$ cat src/rtl/fifo_burst_reader.sv
// rtl/fifo_burst_reader.sv - burst read master: pops L FIFO words into a 2-entry skid buffer and streams them out.
// Optional per-word last flag on out_last when FIFO_BURST_READER_LAST_EN is defined.
module fifo_burst_reader #(
    parameter int N     = 32,
    parameter int LEN_W = 8
) (
    input  logic             clk,
    input  logic             rst_n,
    input  logic             cmd_valid,
    output logic             cmd_ready,
    input  logic [LEN_W-1:0] cmd_len,
    input  logic             fifo_empty,
    input  logic [N-1:0]     fifo_rdata,
    output logic             fifo_re,
    output logic             out_valid,
    input  logic             out_ready,
    output logic [N-1:0]     out_data,
`ifdef FIFO_BURST_READER_LAST_EN
    output logic             out_last,
`endif
    output logic             busy,
    output logic             done
);

    localparam logic [1:0] S_IDLE  = 2'd0;
    localparam logic [1:0] S_FETCH = 2'd1;
    localparam logic [1:0] S_FLUSH = 2'd2;
    localparam logic [1:0] S_DONE  = 2'd3;

    localparam logic [LEN_W-1:0] REM_ONE = {{(LEN_W-1){1'b0}}, 1'b1};

    logic [1:0]       state;
    logic [LEN_W-1:0] rem;
    logic [1:0]       bcnt;
    logic [1:0]       bcnt_nxt;
    logic [N-1:0]     data0;
    logic [N-1:0]     data1;
    logic             accept;

    assign cmd_ready = (state == S_IDLE);
    assign busy      = (state != S_IDLE);
    assign done      = (state == S_DONE);
    assign out_valid = (bcnt != 2'd0);
    assign out_data  = out_valid ? data0 : '0;
    assign accept    = out_valid && out_ready;

    // Pop decision looks only at registered bcnt, so out_ready never reaches fifo_re.
    assign fifo_re = (state == S_FETCH) && !fifo_empty && (bcnt != 2'd2) && (rem != '0);

    always_comb begin
        bcnt_nxt = bcnt;
        if (fifo_re && !accept)
            bcnt_nxt = bcnt + 2'd1;
        else if (!fifo_re && accept)
            bcnt_nxt = bcnt - 2'd1;
    end

    always_ff @(posedge clk or negedge rst_n) begin
        if (!rst_n) begin
            state <= S_IDLE;
            rem   <= '0;
        end else begin
            case (state)
                S_IDLE: begin
                    if (cmd_valid) begin
                        rem   <= cmd_len;
                        state <= (cmd_len != '0) ? S_FETCH : S_FLUSH;
                    end
                end
                S_FETCH: begin
                    if (fifo_re) begin
                        rem <= rem - REM_ONE;
                        if (rem == REM_ONE)
                            state <= S_FLUSH;
                    end
                end
                S_FLUSH: begin
                    if (bcnt_nxt == 2'd0)
                        state <= S_DONE;
                end
                default: state <= S_IDLE;
            endcase
        end
    end

    // Skid buffer: data0 is the head; a simultaneous pop and accept can only occur with bcnt==1.
    always_ff @(posedge clk or negedge rst_n) begin
        if (!rst_n) begin
            bcnt  <= 2'd0;
            data0 <= '0;
            data1 <= '0;
        end else begin
            bcnt <= bcnt_nxt;
            case ({fifo_re, accept})
                2'b10: begin
                    if (bcnt == 2'd0)
                        data0 <= fifo_rdata;
                    else
                        data1 <= fifo_rdata;
                end
                2'b01: data0 <= data1;
                2'b11: data0 <= fifo_rdata;
                default: ;
            endcase
        end
    end

`ifdef FIFO_BURST_READER_LAST_EN
    logic last0;
    logic last1;
    logic pop_last;

    assign pop_last = (rem == REM_ONE);
    assign out_last = out_valid && last0;

    always_ff @(posedge clk or negedge rst_n) begin
        if (!rst_n) begin
            last0 <= 1'b0;
            last1 <= 1'b0;
        end else begin
            case ({fifo_re, accept})
                2'b10: begin
                    if (bcnt == 2'd0)
                        last0 <= pop_last;
                    else
                        last1 <= pop_last;
                end
                2'b01: last0 <= last1;
                2'b11: last0 <= pop_last;
                default: ;
            endcase
        end
    end
`endif

endmodule
$ cat config.mk
export PLATFORM = sky130hd
export DESIGN_NAME = fifo_burst_reader
export DESIGN_NICKNAME = d
export VERILOG_FILES = /design/src/rtl/fifo_burst_reader.sv
export SDC_FILE = /design/constraint.sdc
export NUM_CORES = 1
export LEC_CHECK = 0
export CAP_MARGIN = 40
export CELL_PAD_IN_SITES_DETAIL_PLACEMENT = 2
export CELL_PAD_IN_SITES_GLOBAL_PLACEMENT = 2
export CORE_MARGIN = 2
export CORE_UTILIZATION = 41
export CTS_BUF_LIST = sky130_fd_sc_hd__clkbuf_4 sky130_fd_sc_hd__clkbuf_8 sky130_fd_sc_hd__clkbuf_16
export CTS_CLUSTER_DIAMETER = 100
export CTS_CLUSTER_SIZE = 40
export DETAILED_ROUTE_END_ITERATION = 12
export DONT_BUFFER_PORTS = 1
export GPL_ROUTABILITY_DRIVEN = 0
export PLACE_DENSITY = 0.93
export SYNTH_ARGS = -nofsm -noshare
export SYNTH_HDL_FRONTEND = slang
export SYNTH_SLANG_ARGS = --single-unit
$ cat constraint.sdc
create_clock -name clk -period 5.82 [get_ports clk]
set_input_delay 0.582 -clock clk [delete_from_list [all_inputs] [get_ports clk]]
set_output_delay 0.582 -clock clk [all_outputs]
set_load 0.01 [all_outputs]
==> impl_metrics.csv <==
group,metric,value,unit
layout,fillerInstances,1056,
worst_setup_path,crit_path_start,"state[1]",
sta,tns,0,ns
synthesis,synthMuxAreaShare,0.103,
routing,drtIter0Drc,164,
pwr,p_leak,1.87,nW
worst_setup_path,worstPathCellList,"inv_1, ha_1, nor3b_1, o21ai_4, buf_4, inv_2, o21ai_0, a221oi_2, o21ai_1, mux2_4",
floorplan,start_util,0.422,
grt,grtUsageTotal,0.258,
routing,vias,3498,
synthesis,synthArstFlopShare,1.00,
worst_setup_path,crit_fanout,69,
sta,setup_viol,0,
outcome,status,"complete, no violations",
layout,final_area,4490,sq um
pwr,combPwrFrac,0.501,
grt,grt_pass1_wl,22100,um
synthesis,syn_nets,508,
sta,maxSlewViolCount,0,
pwr,seqPwrFrac,0.343,
floorplan,rows,36,
grt,grt_start_max_net_pins,77,
synthesis,syn_area_per_cell,9.08,sq um
clock_tree,clk_transition_reported_paths,0.10,ns
sta,finalCritPeriodShare,0.687,
floorplan,die_w,104,um
synthesis,yosysMostFrequentCell,"dfrtp_1",
worst_setup_path,end_kind,"flop",
worst_setup_path,path_class,"flop to flop",
hold_path,hold_path.class,"primary input to asynchronous set/reset pin",
worst_setup_path,timing.rr.start,"state[1]",
floorplan,ios,82,
layout,multi_input_area,2060,sq um
routing,avgViaCountPerCell,6.06,
routing,drc,0,
sta,timing.fmax,250,MHz
grt,antenna_found_initial,0,
worst_setup_path,path_depth,10,
floorplan,die-area,10900,sq um
routing,detail_route.first_pass.iterations,4,
synthesis,yosysSeqAreaShare,0.461,
floorplan,die_height,104,um
clock_tree,clock-root-buffer,"clkbuf_8",
routing,routedWlPerCell,23.2,um
synthesis,synth_largest_area_cell,"dfrtp_1",
synthesis,synth_simple_gate_area_share,0.187,
worst_setup_path,cp-start-kind,"flop",
clock_tree,postCtsSetupRepairBufs,0,
clock_tree,htree_levels,3,
pwr,sw_frac_of_total,0.456,
sta,worst_pin_slew,0.773,ns
synthesis,synth-compound-area-share,0.171,
layout,register_area,1900,sq um
sta,finalHoldViolCount,0,
synthesis,synth_edf_count,0,
clock_tree,cts_sinks,76,
clock_tree,cts_buffers,9,
layout,drive_gt1_frac,0.144,
grt,grt.overflow.total,0,
worst_setup_path,cp_num_buf_inv,3,
clock_tree,clockBufferDepth,2,
sta,finalWorstSetupSlack,1.82,ns
clock_tree,cts_tree,"done",
sta,layout_min_cycle_time,4.00,ns
grt,grt_pass1_vias,3941,
floorplan,core,9770,sq um
place,dp_hpwl,8650,um
synthesis,synth_top_family_by_area,"simple AND/OR/NAND/NOR gates",
synthesis,yosys.area_share.adder,0.0300,
synthesis,ys_ff_latch,76,
sta,relSlewSlack,0.484,
sta,holdWs,0.117,ns
place,port_buffers,0,
worst_setup_path,cp_top_family,"buffers and inverters",
place,pre_cts_ws,1.82,ns
pwr,internal_power,1.62,mW
sta,finClkSkew,0.0110,ns
sta,rsz0062_at_grt,"false",
pwr,powerDensity,664,nW/um^2
synthesis,synth_flop_cell,"dfrtp_1",
worst_setup_path,critPathRequiredTime,6.07,ns
synthesis,synthCells,454,
routing,drtAntennaViolNets,0,
layout,nets,493,
synthesis,yosys-top-cells-count,"76 x dfrtp_1, 70 x nand2_1, 44 x a21oi_1",
worst_setup_path,critPathMaxStageDelay,0.64,ns
synthesis,synth_top_cell_area_share,0.461,
synthesis,yosysWarnings,0,
worst_setup_path,cpMaxStageDelayCell,"inv_2",
clock_tree,clkLatencyLatePin,0.37,ns
synthesis,synth_xor_area_frac,0.00546,
layout,syn_to_final_growth,8.98,%
layout,diodes,0,
pwr,p_sw,1.36,mW
place,dpl_cell_area,4240,sq um
worst_setup_path,r2r_cells,10,
synthesis,syn_area,4120,sq um
routing,wirelength,13400,um
synthesis,ys_top_cells_by_area,"dfrtp_1 46%, mux2_2 8.7%, nand2_1 6.4%",
job,drv_cap,0,
pwr,irDropWorstVdd,0.285,mV
worst_setup_path,cp.arrival,4.25,ns
pwr,p_clk_frac,0.157,
synthesis,ys_types,35,
pwr,power,2.98,mW
-- power groups by stage --
stage                     combinational, mW  clock (mW)  sequential [mW]
after global placement                 1.30           0            0.977
after global routing                   1.65       0.498             1.06
after floorplan                        1.12           0            0.934
final                                  1.49       0.468             1.02
after CTS                              1.51       0.475             1.02
after detailed placement               1.45           0             1.02
-- worst register-to-register path, stage by stage, from the launching register on --
cell and delay, ns:
dfrtp_1 0.42, inv_1 0.13, ha_1 0.52, nor3b_1 0.54, o21ai_4 0.11, buf_4 0.38, inv_2 0.68, o21ai_0 0.35
a221oi_2 0.31, o21ai_1 0.15, mux2_4 0.31
-- flip-flops by register name, indices dropped and copies added (netlist names) --
name,count
bcnt,2
data0,32
data1,32
rem,8
state,2
-- path summary, 6_finish.rpt --
| path | slack, ns | end |
|---|---|---|
| max | 1.82 | state[1] |
| min | 0.12 | data0[19] |
| max reg2reg | 1.82 | state[1] |
| min reg2reg | 0.51 | data1[3] |
| max in group asynchronous | 5.40 | data1[28] |
| min in group clk | 0.29 | data0[19] |
-- layer usage --
layer | share of wire | track usage
met2 | 0.52 | 0.444
met3 | 0.052 | 0.0695
met4 | 0.026 | 0.102
met1 | 0.40 | 0.305
met5 | 0 | 0
-- cell families after synthesis --
family                     count (synthesis)
and+or+nand+nor                          160
AOI/OAI and AO/OA                        125
muxes                                     38
adders and majority gates                 10
buffers and inverters                     44
DFF                                       76
xor gates and xnor gates                   1
-- cell type report --
| class | instances | area share |
|---|---|---|
| Multi-Input combinational cell | 334 | 0.459 |
| Sequential cell | 76 | 0.423 |
| Tap cell | 133 | 0.0370 |
| Clock buffer | 9 | 0.0276 |
| Timing Repair Buffer | 7 | 0.0223 |
| Clock inverter | 7 | 0.0220 |
| Inverter | 11 | 0.00919 |
-- placed cells by master (no fill, tap or decap), types with 6 or more instances in the layout --
cell type / instances
inv_1: 10
o21ai_0: 37
ha_1: 8
dfrtp_1: 76
a21oi_1: 44
nor2_1: 6
mux2_2: 32
o22ai_1: 37
nor2b_1: 32
clkbuf_8: 9
nand3_1: 35
nand2_1: 70
-- stage by stage --
step | instances | util
finish | 577 | 0.460
global route | 577 | 0.460
CTS | 577 | 0.460
detailed placement | 560 | 0.434
global placement | 557 | 0.429
floorplan | 454 | -
-- what timing repair did --
item / CTS / global route
hold endpoints to repair: 76 / 0
hold buffers: 1 / 0
resized for setup: 0 / 0
(Power assumes the default switching activity.)
